$ cat config.mk
export PLATFORM = sky130hd
export DESIGN_NAME = march_bist_ctrl_flat
export DESIGN_NICKNAME = d
export VERILOG_FILES = /design/src/rtl/march_bist_pkg.sv /design/src/rtl/march_bist_ctrl_if.sv /design/src/rtl/bist_rd_checker.sv /design/src/rtl/march_bist_ctrl.sv /design/src/flat_wrapper.sv
export SDC_FILE = /design/constraint.sdc
export NUM_CORES = 1
export LEC_CHECK = 0
export ABC_CLOCK_PERIOD_IN_PS = 3100
export BUFFER_PORTS_ARGS = -buffer_cell sky130_fd_sc_hd__buf_2
export CAP_MARGIN = 10
export CORE_ASPECT_RATIO = 0.75
export CORE_MARGIN = 4
export CORE_UTILIZATION = 60
export CTS_CLUSTER_DIAMETER = 50
export DETAILED_ROUTE_END_ITERATION = 6
export GPL_TIMING_DRIVEN = 0
export HOLD_SLACK_MARGIN = 0.1
export PLACE_DENSITY_LB_ADDON = 0.08
export SYNTH_ARGS = -nofsm -noshare
export SYNTH_HDL_FRONTEND = slang
export SYNTH_HIERARCHICAL = 1
export SYNTH_SLANG_ARGS = --single-unit
export TNS_END_PERCENT = 10
$ cat constraint.sdc
create_clock -name clk -period 3.1 [get_ports clk]
set_input_delay 0.31 -clock clk [delete_from_list [all_inputs] [get_ports clk]]
set_output_delay 0.31 -clock clk [all_outputs]
set_load 0.01 [all_outputs]
$ cat src/rtl/march_bist_pkg.sv
// rtl/march_bist_pkg.sv - March C- state encoding and per-element tables
package march_bist_pkg;

    typedef enum logic [2:0] {
        S_IDLE,
        S_SETUP,
        S_RUN,
        S_DRAIN,
        S_DONE
    } state_t;

    localparam int NUM_ELEMS = 6;

    // Bit e describes element e: up(w0) up(r0,w1) up(r1,w0) down(r0,w1) down(r1,w0) up(r0)
    localparam logic [7:0] ELEM_DOWN      = 8'b0001_1000;
    localparam logic [7:0] ELEM_HAS_READ  = 8'b0011_1110;
    localparam logic [7:0] ELEM_HAS_WRITE = 8'b0001_1111;
    localparam logic [7:0] ELEM_READ_BG   = 8'b0001_0100;
    localparam logic [7:0] ELEM_WRITE_BG  = 8'b0000_1010;

endpackage

$ cat src/rtl/march_bist_ctrl_if.sv
// rtl/march_bist_ctrl_if.sv - single-port memory bus between BIST engine and memory under test
interface march_bist_ctrl_if #(
    parameter int DATA_WIDTH = 8,
    parameter int ADDR_WIDTH = 4
);
    logic                  write_read;
    logic [ADDR_WIDTH-1:0] address;
    logic [DATA_WIDTH-1:0] wdata;
    logic [DATA_WIDTH-1:0] rdata;

    modport master (output write_read, output address, output wdata, input rdata);
    modport slave  (input write_read, input address, input wdata, output rdata);
endinterface

$ cat src/rtl/bist_rd_checker.sv
// rtl/bist_rd_checker.sv - read tag pipeline, comparator, first-fail capture, error counter
module bist_rd_checker #(
    parameter int DATA_WIDTH = 8,
    parameter int ADDR_WIDTH = 4,
    parameter int RD_LAT     = 2,
    parameter int ERR_W      = 8
) (
    input  logic                  clk,
    input  logic                  rst,
    input  logic                  clear,
    input  logic                  push,
    input  logic [DATA_WIDTH-1:0] push_exp,
    input  logic [ADDR_WIDTH-1:0] push_addr,
    input  logic [2:0]            push_elem,
    input  logic [DATA_WIDTH-1:0] rdata,
    output logic                  fail,
    output logic [ADDR_WIDTH-1:0] fail_addr,
    output logic [DATA_WIDTH-1:0] fail_data,
    output logic [2:0]            fail_elem,
    output logic [ERR_W-1:0]      err_count
);
    logic [RD_LAT-1:0]     tag_valid;
    logic [DATA_WIDTH-1:0] tag_exp  [RD_LAT];
    logic [ADDR_WIDTH-1:0] tag_addr [RD_LAT];
    logic [2:0]            tag_elem [RD_LAT];
    logic                  mismatch;

    always_ff @(posedge clk) begin
        if (rst) begin
            tag_valid <= '0;
        end else begin
            tag_valid[0] <= push;
            for (int i = 1; i < RD_LAT; i++) tag_valid[i] <= tag_valid[i-1];
        end
    end

    always_ff @(posedge clk) begin
        tag_exp[0]  <= push_exp;
        tag_addr[0] <= push_addr;
        tag_elem[0] <= push_elem;
        for (int i = 1; i < RD_LAT; i++) begin
            tag_exp[i]  <= tag_exp[i-1];
            tag_addr[i] <= tag_addr[i-1];
            tag_elem[i] <= tag_elem[i-1];
        end
    end

    // The output stage lines up with rdata for the read that pushed it
    assign mismatch = tag_valid[RD_LAT-1] && (rdata != tag_exp[RD_LAT-1]);

    always_ff @(posedge clk) begin
        if (rst || clear) begin
            fail      <= 1'b0;
            fail_addr <= '0;
            fail_data <= '0;
            fail_elem <= '0;
            err_count <= '0;
        end else if (mismatch) begin
            if (err_count != '1) err_count <= err_count + ERR_W'(1);
            if (!fail) begin
                fail      <= 1'b1;
                fail_addr <= tag_addr[RD_LAT-1];
                fail_data <= rdata;
                fail_elem <= tag_elem[RD_LAT-1];
            end
        end
    end
endmodule

$ cat src/rtl/march_bist_ctrl.sv
// rtl/march_bist_ctrl.sv - March C- BIST sequencer driving a single-port memory
module march_bist_ctrl
    import march_bist_pkg::*;
#(
    parameter int DATA_WIDTH = 8,
    parameter int ADDR_WIDTH = 4,
    parameter int CAPACITY   = 16,
    parameter int RD_LAT     = 2,
    parameter int ERR_W      = 8
) (
    input  logic                  clk,
    input  logic                  rst,
    input  logic                  start,
    march_bist_ctrl_if.master     mem,
    output logic                  busy,
    output logic                  done,
    output logic                  fail,
    output logic [ADDR_WIDTH-1:0] fail_addr,
    output logic [DATA_WIDTH-1:0] fail_data,
    output logic [2:0]            fail_elem,
    output logic [ERR_W-1:0]      err_count
);
    localparam logic [ADDR_WIDTH-1:0] LAST_ADDR  = ADDR_WIDTH'(CAPACITY - 1);
    localparam logic [2:0]            LAST_ELEM  = 3'(NUM_ELEMS - 1);
    localparam int                    DCW        = (RD_LAT > 1) ? $clog2(RD_LAT) : 1;
    localparam logic [DCW-1:0]        DRAIN_LAST = DCW'(RD_LAT - 1);

    state_t                state, state_n;
    logic [2:0]            elem, elem_n, next_elem;
    logic [ADDR_WIDTH-1:0] addr, addr_n, next_start;
    logic                  op, op_n;
    logic [DCW-1:0]        drain, drain_n;
    logic                  clear, push, rd_op, op_last, at_end;

    always_ff @(posedge clk) begin
        if (rst) begin
            state <= S_IDLE;
            elem  <= '0;
            addr  <= '0;
            op    <= 1'b0;
            drain <= '0;
        end else begin
            state <= state_n;
            elem  <= elem_n;
            addr  <= addr_n;
            op    <= op_n;
            drain <= drain_n;
        end
    end

    always_comb begin
        state_n        = state;
        elem_n         = elem;
        addr_n         = addr;
        op_n           = op;
        drain_n        = drain;
        clear          = 1'b0;
        push           = 1'b0;
        busy           = 1'b0;
        done           = 1'b0;
        mem.write_read = 1'b0;
        mem.address    = '0;
        mem.wdata      = '0;
        rd_op          = ELEM_HAS_READ[elem] && !op;
        op_last        = op || !(ELEM_HAS_READ[elem] && ELEM_HAS_WRITE[elem]);
        // Terminating on the boundary address keeps the counter from wrapping
        at_end         = ELEM_DOWN[elem] ? (addr == '0) : (addr == LAST_ADDR);
        next_elem      = (state == S_RUN) ? elem + 3'd1 : 3'd0;
        next_start     = ELEM_DOWN[next_elem] ? LAST_ADDR : '0;

        case (state)
            S_IDLE, S_DONE: begin
                done = (state == S_DONE);
                if (start) begin
                    clear   = 1'b1;
                    state_n = S_SETUP;
                    elem_n  = next_elem;
                    addr_n  = next_start;
                    op_n    = 1'b0;
                end
            end
            S_SETUP: begin
                busy        = 1'b1;
                mem.address = addr;
                mem.wdata   = {DATA_WIDTH{ELEM_WRITE_BG[elem]}};
                op_n        = 1'b0;
                state_n     = S_RUN;
            end
            S_RUN: begin
                busy           = 1'b1;
                mem.address    = addr;
                mem.wdata      = {DATA_WIDTH{ELEM_WRITE_BG[elem]}};
                mem.write_read = !rd_op;
                push           = rd_op;
                if (op_last) begin
                    op_n = 1'b0;
                    if (at_end) begin
                        if (elem == LAST_ELEM) begin
                            state_n = S_DRAIN;
                            drain_n = '0;
                        end else begin
                            elem_n  = next_elem;
                            addr_n  = next_start;
                            state_n = S_SETUP;
                        end
                    end else begin
                        addr_n = ELEM_DOWN[elem] ? addr - ADDR_WIDTH'(1) : addr + ADDR_WIDTH'(1);
                    end
                end else begin
                    op_n = 1'b1;
                end
            end
            S_DRAIN: begin
                busy = 1'b1;
                if (drain == DRAIN_LAST) state_n = S_DONE;
                else                     drain_n = drain + DCW'(1);
            end
            default: state_n = S_IDLE;
        endcase
    end

    bist_rd_checker #(
        .DATA_WIDTH(DATA_WIDTH),
        .ADDR_WIDTH(ADDR_WIDTH),
        .RD_LAT    (RD_LAT),
        .ERR_W     (ERR_W)
    ) u_checker (
        .clk      (clk),
        .rst      (rst),
        .clear    (clear),
        .push     (push),
        .push_exp ({DATA_WIDTH{ELEM_READ_BG[elem]}}),
        .push_addr(addr),
        .push_elem(elem),
        .rdata    (mem.rdata),
        .fail     (fail),
        .fail_addr(fail_addr),
        .fail_data(fail_data),
        .fail_elem(fail_elem),
        .err_count(err_count)
    );
endmodule

$ cat src/flat_wrapper.sv
// flat-port wrapper written by rule: the top's interface ports become plain ports
module march_bist_ctrl_flat import march_bist_pkg::*;
#(
    parameter int DATA_WIDTH = 8,
    parameter int ADDR_WIDTH = 4,
    parameter int CAPACITY   = 16,
    parameter int RD_LAT     = 2,
    parameter int ERR_W      = 8
)
  (clk, rst, start, busy, done, fail, fail_addr, fail_data, fail_elem, err_count, mem_write_read, mem_address, mem_wdata, mem_rdata);
  march_bist_ctrl_if #(.DATA_WIDTH(DATA_WIDTH), .ADDR_WIDTH(ADDR_WIDTH)) mem_i ();
  input  logic clk;
  input  logic rst;
  input  logic start;
  output logic busy;
  output logic done;
  output logic fail;
  output logic [ADDR_WIDTH-1:0] fail_addr;
  output logic [DATA_WIDTH-1:0] fail_data;
  output logic [2:0] fail_elem;
  output logic [ERR_W-1:0] err_count;
  output wire logic [$bits(mem_i.write_read)-1:0] mem_write_read;
  output wire logic [$bits(mem_i.address)-1:0] mem_address;
  output wire logic [$bits(mem_i.wdata)-1:0] mem_wdata;
  input wire logic [$bits(mem_i.rdata)-1:0] mem_rdata;
  assign mem_write_read = mem_i.write_read;
  assign mem_address = mem_i.address;
  assign mem_wdata = mem_i.wdata;
  assign mem_i.rdata = mem_rdata;
  march_bist_ctrl #(.DATA_WIDTH(DATA_WIDTH), .ADDR_WIDTH(ADDR_WIDTH), .CAPACITY(CAPACITY), .RD_LAT(RD_LAT), .ERR_W(ERR_W)) u_core (.clk(clk), .rst(rst), .start(start), .mem(mem_i), .busy(busy), .done(done), .fail(fail), .fail_addr(fail_addr), .fail_data(fail_data), .fail_elem(fail_elem), .err_count(err_count));
endmodule
---- Word-level counts from Yosys, hierarchy flattened ----
Memories as Yosys holds them, arrays and structs flattened. A register that Yosys moved wholly into a read port is not among the register bits.
Index checks and enable logic that the tools add are counted.
word-level totals
  flip-flop bits (word level) ............. 31
  bits in writable memories ............... 30
  bits in read-only memories .............. 48
  bits of input ports ..................... 11
  output and inout port bits .............. 39
  word-level logic and storage cells ...... 118
  memories kept ........................... 9
operators by class
  add/subtract/negate cells ............... 5
  order comparisons ....................... 2
  equality and inequality tests ........... 15
  mux-type cells .......................... 51
  bitwise gates (word level) .............. 2
  reductions and logical operators ........ 24
memories
  name                      depth  bits a word  rd ports  clocked after Yosys merged registers in  write ports  line                   text
  u_core.u_checker.tag_exp  2      8            2         0                                        2            bist_rd_checker.sv:23  logic [DATA_WIDTH-1:0] tag_exp [RD_LAT];
  (name not given)          8      1            1         0                                        0            march_bist_ctrl.sv:69  next_start = ELEM_DOWN[next_elem] ? LAST_ADDR : '0;
  (name not given)          8      1            1         1                                        0            march_bist_ctrl.sv:85  mem.wdata = {DATA_WIDTH{ELEM_WRITE_BG[elem]}};
  (name not given)          8      1            1         1                                        0            march_bist_ctrl.sv:65  op_last = op || !(ELEM_HAS_READ[elem] && ELEM_HAS_WRITE[elem]);
  (name not given)          8      1            1         1                                        0            march_bist_ctrl.sv:64  rd_op = ELEM_HAS_READ[elem] && !op;
  (name not given)          8      1            1         1                                        0            march_bist_ctrl.sv:67  at_end = ELEM_DOWN[elem] ? (addr == '0) : (addr == LAST_ADDR);
  +3 memories               -      -            -         -                                        -            -
operators by type and width
  operator                                             count
  two-way mux 3 bit                                    19
  two-way mux 4 bit                                    7
  two-way mux 1 bit                                    18
  case mux 3 bit (4 select lines)                      1
  AND reduction 4 bit                                  3
  adder 8 x 1 -> 8 bit, second input constant          1
  < comparator 3 x 4 -> 1 bit, second input constant   2
  two-way mux 8 bit                                    1
  != test 8 bit                                        1
  != test 8 bit, second input constant                 1
  case mux 4 bit (2 select lines)                      1
  equality test 3 x 2 -> 1 bit, second input constant  2
  equality test 3 bit, second input constant           2
  != test 2 x 1 -> 1 bit, second input constant        3
  != test 2 bit, second input constant                 3
  case mux 3 bit (2 select lines)                      1
  AND reduction 2 bit                                  3
  OR reduction 2 bit                                   3
  AND reduction 5 bit                                  1
  adder 4 x 1 -> 4 bit, second input constant          1
  equality test 4 bit, second input constant           1
  zero test 4 bit                                      1
  nonzero test 2 bit                                   2
  subtractor 4 x 1 -> 4 bit, second input constant     1
  other kinds (14)                                     20

---- Logic depth before layout (Yosys ltp) ----
Gate-level depths: netlist (run 1).
  word-level depth ........................ 9
  mapped depth ............................ 8
  depth with buffers taken out ............ 8

---- Cells and area by module ----
The synthesis (run 1) kept the hierarchy.
modules (own cells, without submodules)
  module           times used  cells an instance  area an instance (µm²)  seq. area each (µm²)
  bist_rd_checker  1           156                1736.7                  1121.1
  march_bist_ctrl  1           140                1152.4                  340.3

---- Worst setup path before layout (run 1) ----
OpenSTA, ideal clock, no wires.
  kind .................................... register to register
  start point ............................. register u_core.addr[1]
  end point ............................... register with a tool-made name
  setup time .............................. 0.132 ns
  data arrival time ....................... 1.708 ns
  required time ........................... 2.968 ns
  setup slack ............................. 1.259 ns
  cell stages (with the launch flop) ...... 8
  buffers on the path ..................... 1
  period minus slack after synthesis ...... 1.841 ns
  cells stage by stage .................... dfxtp_1 > nor4b_4 > mux2i_1 > buf_2 > o311a_1 > nor2_4 > xnor2_1 > a21oi_1
RTL lines
  item                    line                   text
  start, declared         march_bist_ctrl.sv:30  logic [ADDR_WIDTH-1:0] addr, addr_n, next_start;
  start signal, assigned  march_bist_ctrl.sv:45  addr <= addr_n;

---- Worst setup path after layout (run 1) ----
  start point ............................. register u_core.state[0]
  end point ............................... output port mem_wdata[5]
on the way
  word-level cells in the longest chain between the ends .. 3
  elaborated cells on any way between the ends .. 4
  classes of those cells .................. eq/ne (2); mux (1); reduce/logical (1)
ends and longest elaborated chain
  item                                                                                 line                   text
  start, declared                                                                      march_bist_ctrl.sv:28  state_t state, state_n;
  start signal, assigned                                                               march_bist_ctrl.sv:43  state <= state_n;
  equality test 3 x 1 -> 1 bit / equality test 3 x 2 -> 1 bit (equally long branches)  march_bist_ctrl.sv:71  case (state)
  OR reduction 2 bit (no line) *                                                       -
  two-way mux 8 bit *                                                                  -
  end, declared                                                                        flat_wrapper.sv:24     output wire logic [$bits(mem_i.wdata)-1:0] mem_wdata;
Every way passes the cells marked *; elsewhere a longest branch is shown, timed or not.

==> impl_metrics.yaml, run 1 <==
synth:
  ys_seq_area_frac: 0.506
  syn_nets: 313
  synth_common_cells: "73 x dfxtp_1, 28 x nor2_1, 23 x nand2_1"
  synth_largest_area_cell: "dfxtp_1"
  synth-edff-count: 0
  synth_flop_cell: "dfxtp_1"
  netlist_area_um2: 2890
  synth_most_common_cell: "dfxtp_1"
  ys_types: 58
  synth.area.top_cells: "dfxtp_1 51%, nor2_1 3.6%, xor2_1 3.3%"
  synth_top_cell_area_share: 0.506
  synthArstFlopShare: 0
  synth.avg_cell_area_um2: 9.76
  synth-seq-cells: 73
  syn_inst: 296
  yosys_warnings: 6
routing:
  detail-route-antenna-nets: 0
  drt_iter0_markers: 95
  drt-total-wl_um: 5630
  vias_per_cell: 5.44
  wl_per_cell_um: 13.5
  drc: 0
  vias: 2273
  drt_first_pass_iters: 4
setup_path:
  path_class: "reg2out"
  crit_path_max_incr_delay_ps: 330
  cp_max_fo: 10
  worst_ep_required_time_ps: 2790
  worst-path-buf-inv: 3
  slowest_stage: "clkbuf_1"
  cp-end-kind: "primary output"
  critPathTopFamily: "simple AND/OR/NAND/NOR gates"
  cp-startpoint: "u_core/state[0]"
  r2r_start: "u_core/state[0]"
  cp.arrival_ps: 2060
  cp_cell_sequence: "clkbuf_1 > xnor2_1 > nor2_1 > and2_1 > buf_4 > buf_2"
  startpoint_type: "flop"
sta:
  fin_crit_ps: 2370
  setup_violations: 0
  tightestPinTransition_ps: 552
  period_share: 0.765
  hold_violations: 0
  fmax_mhz: 422
  rsz0062_at_grt: "false"
  finalMaxSlewViolations: 0
  finClkSkew_ps: 7.55
  tns_ps: 0
  max-slew-margin-rel: 0.631
global_route:
  grt_overflow: 0
  grt_antenna_before_repair: 0
  grt_first_pass_wirelength_um: 9490
  grt_max_degree: 14
  grt_usage: 0.205
  grt_pass1_vias: 2011
clocking:
  cts_sinks: 73
  post-cts-setup-buffers: 0
  cts_root_buf: "clkbuf_8"
  htree_levels: 3
  worstSkewPairLatency_ps: 330
  holdBufCountCts: 0
  path_clk_slew_ps: 70
  cts_inserted_buffers: 9
  clockBufferDepth: 2
  cts_tree: "built"
  cts_resized: 0
placed_design:
  dp_hpwl_um: 4140
  gp_congestion: 0.947
  port_buffers: 49
final_layout:
  antenna_cells: 0
  layout.core_utilization: 0.750
  drive_above_1_share: 0.249
  areaGrowthSynthToFinish_pct: 18.1
  nets: 373
pwr:
  ir_worst_vdd_mv: 0.358
  p_leak_nw: 1.52
  power_per_cell_area_nw_per_um2: 530
status:
  status: "completed"
die:
  die_area_um2: 6000
  die_x_um: 88.1
  chipHeight_um: 68.1
  start_util: 0.636
  core_um2: 4550
  io_pins: 50
  rows: 21
min_path:
  hold_class: "in2reg"
  min-delay-start: "rst"
flow_run:
  maxCapViolations: 0
## final cells by class
type	count	area, um2
buffer	22	114
multi-input combinational	193	1280
inverter	8	30.0
clock inverter	5	63.8
clock buffer	11	141
tap	57	71.3
timing repair buffer	49	245
fill	341	1130
sequential	73	1460
## layer usage
| metal | track usage | up-vias | part of all wire |
|---|---|---|---|
| met1 | 0.280 | 1061 | 0.48 |
| met4 | 0.0585 | 0 | 0.0066 |
| met3 | 0.0566 | 6 | 0.055 |
| li1 | - | 1147 | - |
| met2 | 0.320 | 59 | 0.46 |
| met5 | 0 | - | 0 |
## registers in the layout (all words and copies together) (netlist names), 2 cells and up, named ones only
name                        count
u_core/addr                     4
u_core/elem                     3
u_core/state                    3
u_core/u_checker/err_count      8
u_core/u_checker/fail_addr      4
u_core/u_checker/fail_data      8
u_core/u_checker/fail_elem      3
u_core/u_checker/tag_addr       8
u_core/u_checker/tag_elem       6
u_core/u_checker/tag_exp       16
u_core/u_checker/tag_valid      2
## cells in the final DEF, fill, tap and decap left out, types with 3 or more instances in the layout
master / n
dfxtp_1: 73
buf_2: 53
nor2_1: 28
nand2_1: 23
o21ai_0: 15
a21oi_1: 13
clkbuf_1: 11
xor2_1: 11
clkbuf_8: 10
mux2i_1: 9
inv_1: 8
nand3_1: 8
buf_4: 7
nor3_1: 6
a31oi_1: 5
and3_1: 5
ha_1: 5
and2_1: 4
nand2b_1: 4
a41o_1: 4
xnor2_1: 3
nand3b_1: 3
nor2b_1: 3
nor4_2: 3
a22oi_1: 3
## per-stage QoR
| step | worst slack [ps] | area (um2) | hold slack (ps) | instances | total power [mW] |
|---|---|---|---|---|---|
| 2_1_floorplan | 1260 | 2890 | 310 | 296 | 1.06 |
| 6_report | 728 | 3410 | 190 | 418 | 1.81 |
| 4_1_cts | 680 | 3410 | 173 | 418 | 1.83 |
| 3_3_place_gp | 986 | 3210 | 310 | 402 | 1.10 |
| 3_5_place_dp | 932 | 3210 | 312 | 402 | 1.10 |
| 5_1_grt | 526 | 3410 | 183 | 418 | 1.90 |
## cells by family (layout without fill, tap and decap cells)
| family | Yosys count | in the layout | share of synthesized area |
|---|---|---|---|
| multiplexers | 10 | 10 | 0.0351 |
| flip-flops | 73 | 73 | 0.506 |
| AO/OA/AOI/OAI | 57 | 57 | 0.136 |
| AND/OR/NAND/NOR | 106 | 106 | 0.203 |
| XOR/XNOR | 14 | 14 | 0.0424 |
| buffers and inverters | 30 | 95 | 0.0498 |
| adder cells (fa/ha/maj) | 6 | 6 | 0.0286 |
## path summary, 6_finish.rpt
kind / to / slack [ps] / depth (start not counted)
setup / recovery: mem_wdata[5] / 730 / 6
hold / removal: u_core/u_checker/tag_valid[1] / 190 / 2
setup reg to reg: u_core/u_checker/fail_data[1] / 900 / 7
hold reg to reg: u_core/u_checker/tag_exp[0][14] / 330 / 0
## power breakdown
group / switching [mW] / total, mW / internal [mW]
clock: 0.331 / 0.730 / 0.399
sequential: 0.00317 / 0.947 / 0.944
combinational: 0.0894 / 0.131 / 0.0415
(Power assumes the default switching activity.)
==> run 2, diff against run 1 <==
ABC_CLOCK_PERIOD_IN_PS = 2400   (was 3100)
CORE_UTILIZATION = 56   (was 60)
clock period = 2.4 ns   (was 3.1 ns; I/O delays follow)
==> impl_metrics.yaml, run 2 (same netlist as run 1, synthesis figures left out) <==
routing:
  vias: 2253
  drt-total-wl_um: 5360
  drt_first_pass_iters: 4
  detail-route-antenna-nets: 0
  drt_iter0_markers: 108
  wl_per_cell_um: 12.8
  vias_per_cell: 5.36
  drc: 0
clocking:
  cts_inserted_buffers: 9
  cts_tree: "built"
  htree_levels: 3
  cts_sinks: 73
  clockBufferDepth: 2
  worstSkewPairLatency_ps: 330
  path_clk_slew_ps: 70
  cts_root_buf: "clkbuf_8"
final_layout:
  fillers: 382
  final_common_cell: "dfxtp_1"
  stdcell_count: 420
  nets: 373
  ff_latch_area_um2: 1460
  top_register: "u_core/u_checker/tag_exp"
  drive_above_1_share: 0.247
  multi_input_area_um2: 1280
  areaGrowthSynthToFinish_pct: 17.2
  antenna_cells: 0
  stdcell_area_um2: 3390
  final_cell_mix: "73 x dfxtp_1, 53 x buf_2, 28 x nor2_1"
  largest_reg_flops: 16
sta:
  finClkSkew_ps: 5.24
  setup_violations: 0
  rsz0062_at_grt: "false"
  period_share: 0.908
  tightestPinTransition_ps: 583
  fmax_mhz: 459
  hold_violations: 0
  fin_crit_ps: 2180
  tns_ps: 0
  finalMaxSlewViolations: 0
  setup_ws_ps: 221
  max-slew-margin-rel: 0.610
pwr:
  power_per_cell_area_nw_per_um2: 666
  p_leak_nw: 1.51
  ir_worst_vdd_mv: 0.474
placed_design:
  preCtsSetupSlack_ps: 210
  placed_cells: 405
  placed_area_um2: 3210
  gp_congestion: 0.940
  dp_hpwl_um: 3940
  port_buffers: 49
global_route:
  grt_antenna_before_repair: 0
  grt_usage: 0.178
  grt_overflow: 0
  grt_max_degree: 12
  grt_pass1_vias: 2050
  grt_first_pass_wirelength_um: 9270
die:
  core_um2: 4930
  rows: 22
  start_util: 0.586
  die_x_um: 90.9
  die_area_um2: 6380
  chipHeight_um: 70.2
  io_pins: 50
setup_path:
  critPathTopFamily: "buffers and inverters"
  startpoint_type: "flop"
  path_class: "reg2reg"
  r2r_start: "u_core/state[0]"
  r2r_cells: 7
  cp_cell_sequence: "clkbuf_2 > or3b_1 > inv_1 > or2_2 > buf_1 > clkbuf_1 > nor2_1"
  cp.arrival_ps: 2370
  worst_ep_required_time_ps: 2600
  slowest_stage: "or3b_1"
  crit_path_max_incr_delay_ps: 470
  rr_endpoint: "u_core/u_checker/fail"
  worst-path-buf-inv: 4
  rrSetupSlack_ps: 220
  cp-end-kind: "flop"
  cp_max_fo: 10
flow_run:
  maxCapViolations: 0
min_path:
  holdPathStages: 2
  hold_class: "in2reg"
  min-delay-start: "rst"
  min_to: "u_core/u_checker/tag_valid[0]"
status:
  status: "completed"
run 2: changes by cell type in the layout (fill, tap and decap cells not counted):
| cell | previous run | this run |
|---|---|---|
| clkinv_2 | 0 | 3 |
| clkinv_4 | 2 | 0 |
| clkbuf_2 | 0 | 1 |
| clkbuf_8 | 10 | 9 |
| clkinvlp_4 | 1 | 0 |
| inv_6 | 1 | 0 |
run 2: layout make-up:
type                            count  share of cell area
Sequential cell                    73               0.431
Multi-Input combinational cell    193               0.379
Timing Repair Buffer               49              0.0724
Clock buffer                       11              0.0388
Buffer                             22              0.0340
Tap cell                           60              0.0222
Clock inverter                      4              0.0133
Inverter                            8             0.00887
run 2: worst max-delay path by stage:
stage / cells after the start / slack [ps] / startpoint / to
global placement: 7 / 230 / u_core/state[0] / u_core/u_checker/fail_data[3]
finish: 7 / 220 / u_core/state[0] / u_core/u_checker/fail
CTS: 6 / 180 / u_core/state[0] / mem_wdata[1]
detailed placement: 7 / 210 / u_core/state[0] / u_core/u_checker/fail
global route: 7 / 70 / u_core/state[0] / u_core/u_checker/fail_data[3]
floorplan: 7 / 560 / u_core/addr[1] / flop
run 2: timing repair:
action,4_1_cts,5_1_grt
hold buffers,0,0
resized for setup,0,2
setup buffers,0,0
setup endpoints to repair,0,7
run 2: worst register-to-register path: cells and delay by family (launching register included):
kind | cells | cell delay (ps)
simple gates | 3 | 700
buf+inv | 4 | 1040
flops | 1 | 310
run 2: power by group:
part | switching (mW) | total, mW | internal [mW]
combinational | 0.112 | 0.167 | 0.0543
clock | 0.395 | 0.864 | 0.470
sequential | 0.00406 | 1.22 | 1.22
run 2: through the flow:
step / utilization / hold slack, ps / power (mW)
CTS: 0.687 / 112 / 2.29
global route: 0.687 / 114 / 2.36
detailed placement: 0.651 / 312 / 1.41
floorplan: - / 310 / 1.37
finish: 0.687 / 134 / 2.26
global placement: 0.651 / 310 / 1.41
run 2: metal layers:
layer  global-route usage  wire length, um
met5                    0                0
met4               0.0652               54
met3               0.0657              360
met2                0.255             2320
met1                0.245             2630
==> run 3, diff against run 2 <==
--- a/config.mk
+++ b/config.mk
@@ -7,2 +7,3 @@
 export LEC_CHECK = 0
+export ABC_AREA = 1
 export ABC_CLOCK_PERIOD_IN_PS = 2400
@@ -12,3 +13,3 @@
 export CORE_MARGIN = 4
-export CORE_UTILIZATION = 56
+export CORE_UTILIZATION = 54
 export CTS_CLUSTER_DIAMETER = 50
@@ -20,3 +21,2 @@
 export SYNTH_HDL_FRONTEND = slang
-export SYNTH_HIERARCHICAL = 1
 export SYNTH_SLANG_ARGS = --single-unit
==> constraint.sdc (replaced) <==
create_clock -name clk -period 2.4 [get_ports clk]
set_input_delay 0.72 -clock clk [delete_from_list [all_inputs] [get_ports clk]]
set_output_delay 0.72 -clock clk [all_outputs]
set_load 0.01 [all_outputs]
==> impl_metrics.yaml, run 3 <==
placed_design:
  port_buffers: 48
  gp_congestion: 0.864
  dp_hpwl_um: 4030
  preCtsSetupSlack_ps: 14.4
synth:
  synth_top_family_by_area: "simple AND/OR/NAND/NOR gates"
  synthArstFlopShare: 0
  synth_flop_cell: "dfxtp_1"
  synth_compound_area_frac: 0.0913
  synth-seq-cells: 59
  synth.avg_cell_area_um2: 7.80
  synth_largest_area_cell: "dfxtp_1"
  synth_most_common_cell: "nand2_1"
  synth_xor_area_frac: 0.0304
  synth-edff-count: 0
  synthSimpleGateAreaFrac: 0.318
  ys_seq_area_frac: 0.456
  ys_types: 32
  netlist_area_um2: 2590
  yosys_warnings: 0
  synthAdderAreaFrac: 0.0319
  synth_common_cells: "83 x nand2_1, 59 x dfxtp_1, 38 x nand3_1"
  syn_inst: 332
  synthMuxAreaShare: 0
  syn_nets: 349
  synth.area.top_cells: "dfxtp_1 46%, nand2_1 12%, nand3_1 7.3%"
  synth_top_cell_area_share: 0.456
setup_path:
  cp.arrival_ps: 1550
  r2r_cells: 7
  rrSetupSlack_ps: 640
  cp_max_fo: 8
  worst_ep_required_time_ps: 1680
  r2r_start: "u_core.u_checker.err_count[1]"
  path_class: "reg2out"
  startpoint_type: "flop"
  rr_endpoint: "u_core.u_checker.err_count[2]"
  cp-end-kind: "primary output"
final_layout:
  fillers: 386
  final_cell_mix: "82 x nand2_1, 56 x dfxtp_1, 51 x buf_2"
  drive_above_1_share: 0.268
  reg_top3: "u_core.u_checker.err_count: 8 flops, u_core.u_checker.fail_data: 8 flops, u_core.u_checker.tag_addr: 8 flops"
  antenna_cells: 0
  areaGrowthSynthToFinish_pct: 20.3
  final_common_cell: "nand2_1"
  nets: 408
routing:
  detail-route-antenna-nets: 0
  drt_iter0_markers: 106
  vias_per_cell: 5.02
  drt_first_pass_iters: 4
  wl_per_cell_um: 12.0
  drc: 0
  vias: 2274
  drt-total-wl_um: 5450
global_route:
  grt_max_degree: 11
  grt_overflow: 0
  grt_usage: 0.199
  grt_antenna_before_repair: 0
  grt_first_pass_wirelength_um: 9160
  grt_pass1_vias: 2000
clocking:
  cts_inserted_buffers: 9
  cts_tree: "built"
  path_clk_slew_ps: 60
  cts_sinks: 59
  clockBufferDepth: 2
  worstSkewPairLatency_ps: 330
  cts_root_buf: "clkbuf_8"
  htree_levels: 3
sta:
  tightestPinTransition_ps: 455
  setup_violations: 0
  period_share: 0.947
  setup_ws_ps: 126
  fin_crit_ps: 2270
  finClkSkew_ps: 9.35
  max-slew-margin-rel: 0.696
  rsz0062_at_grt: "false"
  fmax_mhz: 440
  hold_violations: 0
  finalMaxSlewViolations: 0
  tns_ps: 0
die:
  rows: 21
  die_x_um: 88.0
  core_um2: 4550
  io_pins: 50
  start_util: 0.570
  die_area_um2: 5980
  chipHeight_um: 68.0
status:
  status: "completed"
min_path:
  holdPathStages: 0
  min-delay-start: "u_core.u_checker.tag_addr[0][2]"
  hold_class: "reg2reg"
  min_to: "u_core.u_checker.tag_addr[1][2]"
pwr:
  power_per_cell_area_nw_per_um2: 940
  ir_worst_vdd_mv: 0.607
  p_leak_nw: 1.40
flow_run:
  maxCapViolations: 0
run 3: worst max-delay path by stage:
stage | from | endpoint | cells past startpoint
after floorplan | u_core.state[2] | mem_wdata[1] | 6
after global placement | u_core.state[1] | mem_wdata[7] | 6
after detailed placement | u_core.state[1] | mem_wdata[1] | 6
after CTS | u_core.state[0] | mem_wdata[1] | 8
after global routing | u_core.state[0] | mem_wdata[4] | 8
final | u_core.state[0] | mem_wdata[1] | 8
run 3: report_power, final:
part | internal (mW) | switching [mW] | total [mW]
clock network | 0.455 | 0.366 | 0.821
logic | 0.307 | 0.565 | 0.873
registers | 1.13 | 0.106 | 1.23
run 3: cell type report:
cell class,instances,area (um2),area share
plain buffers,14,82.6,0.0265
clock buffers,12,165,0.0531
clock inverters,4,23.8,0.00764
inverters,28,108,0.0346
multi-input cells,231,1240,0.398
flip-flops and latches,59,1180,0.381
well taps,57,71.3,0.0229
repair buffers,48,240,0.0772
run 3: kinds of logic (layout without fill, tap and decap cells):
group                      count (synthesis)  after routing
buffers and inverters                     42            106
DFF                                       59             59
AOI/OAI and AO/OA                         44             44
and+or+nand+nor                          172            172
xor gates and xnor gates                   9              9
adders and majority gates                  6              6
run 3: stage by stage:
stage / power (mW) / hold slack [ps] / std cells / utilization / cell area (um2)
after floorplan: 1.88 / 310 / 332 / - / 2590
after global placement: 2.07 / 311 / 437 / 0.638 / 2900
after detailed placement: 2.09 / 312 / 437 / 0.638 / 2900
after CTS: 2.94 / 326 / 453 / 0.683 / 3110
after global routing: 3.12 / 333 / 453 / 0.685 / 3110
final: 2.93 / 325 / 453 / 0.685 / 3110
run 3: timing repair:
item / in CTS / in global routing
pin swaps: 1 / 1
hold endpoints to repair: 0 / 0
hold buffers: 0 / 0
gates cloned: 0 / 0
gates resized for setup: 6 / 3
setup endpoints to repair: 8 / 8
setup buffers: 0 / 0
run 3: metal layers:
layer | vias up | track usage | part of all wire
met1 | 1006 | 0.286 | 0.52
met4 | 0 | 0.0690 | 0.0066
li1 | 1197 | - | -
met2 | 67 | 0.277 | 0.41
met5 | - | 0 | 0
met3 | 4 | 0.0650 | 0.064
run 3: critical path, cell delays in order (launching register included):
cell and delay (ps):
dfxtp_2 370, inv_2 80, nor2_1 90, nand2_1 80
nand2_2 80, inv_2 90, nor2_4 180, buf_4 140
buf_2 110
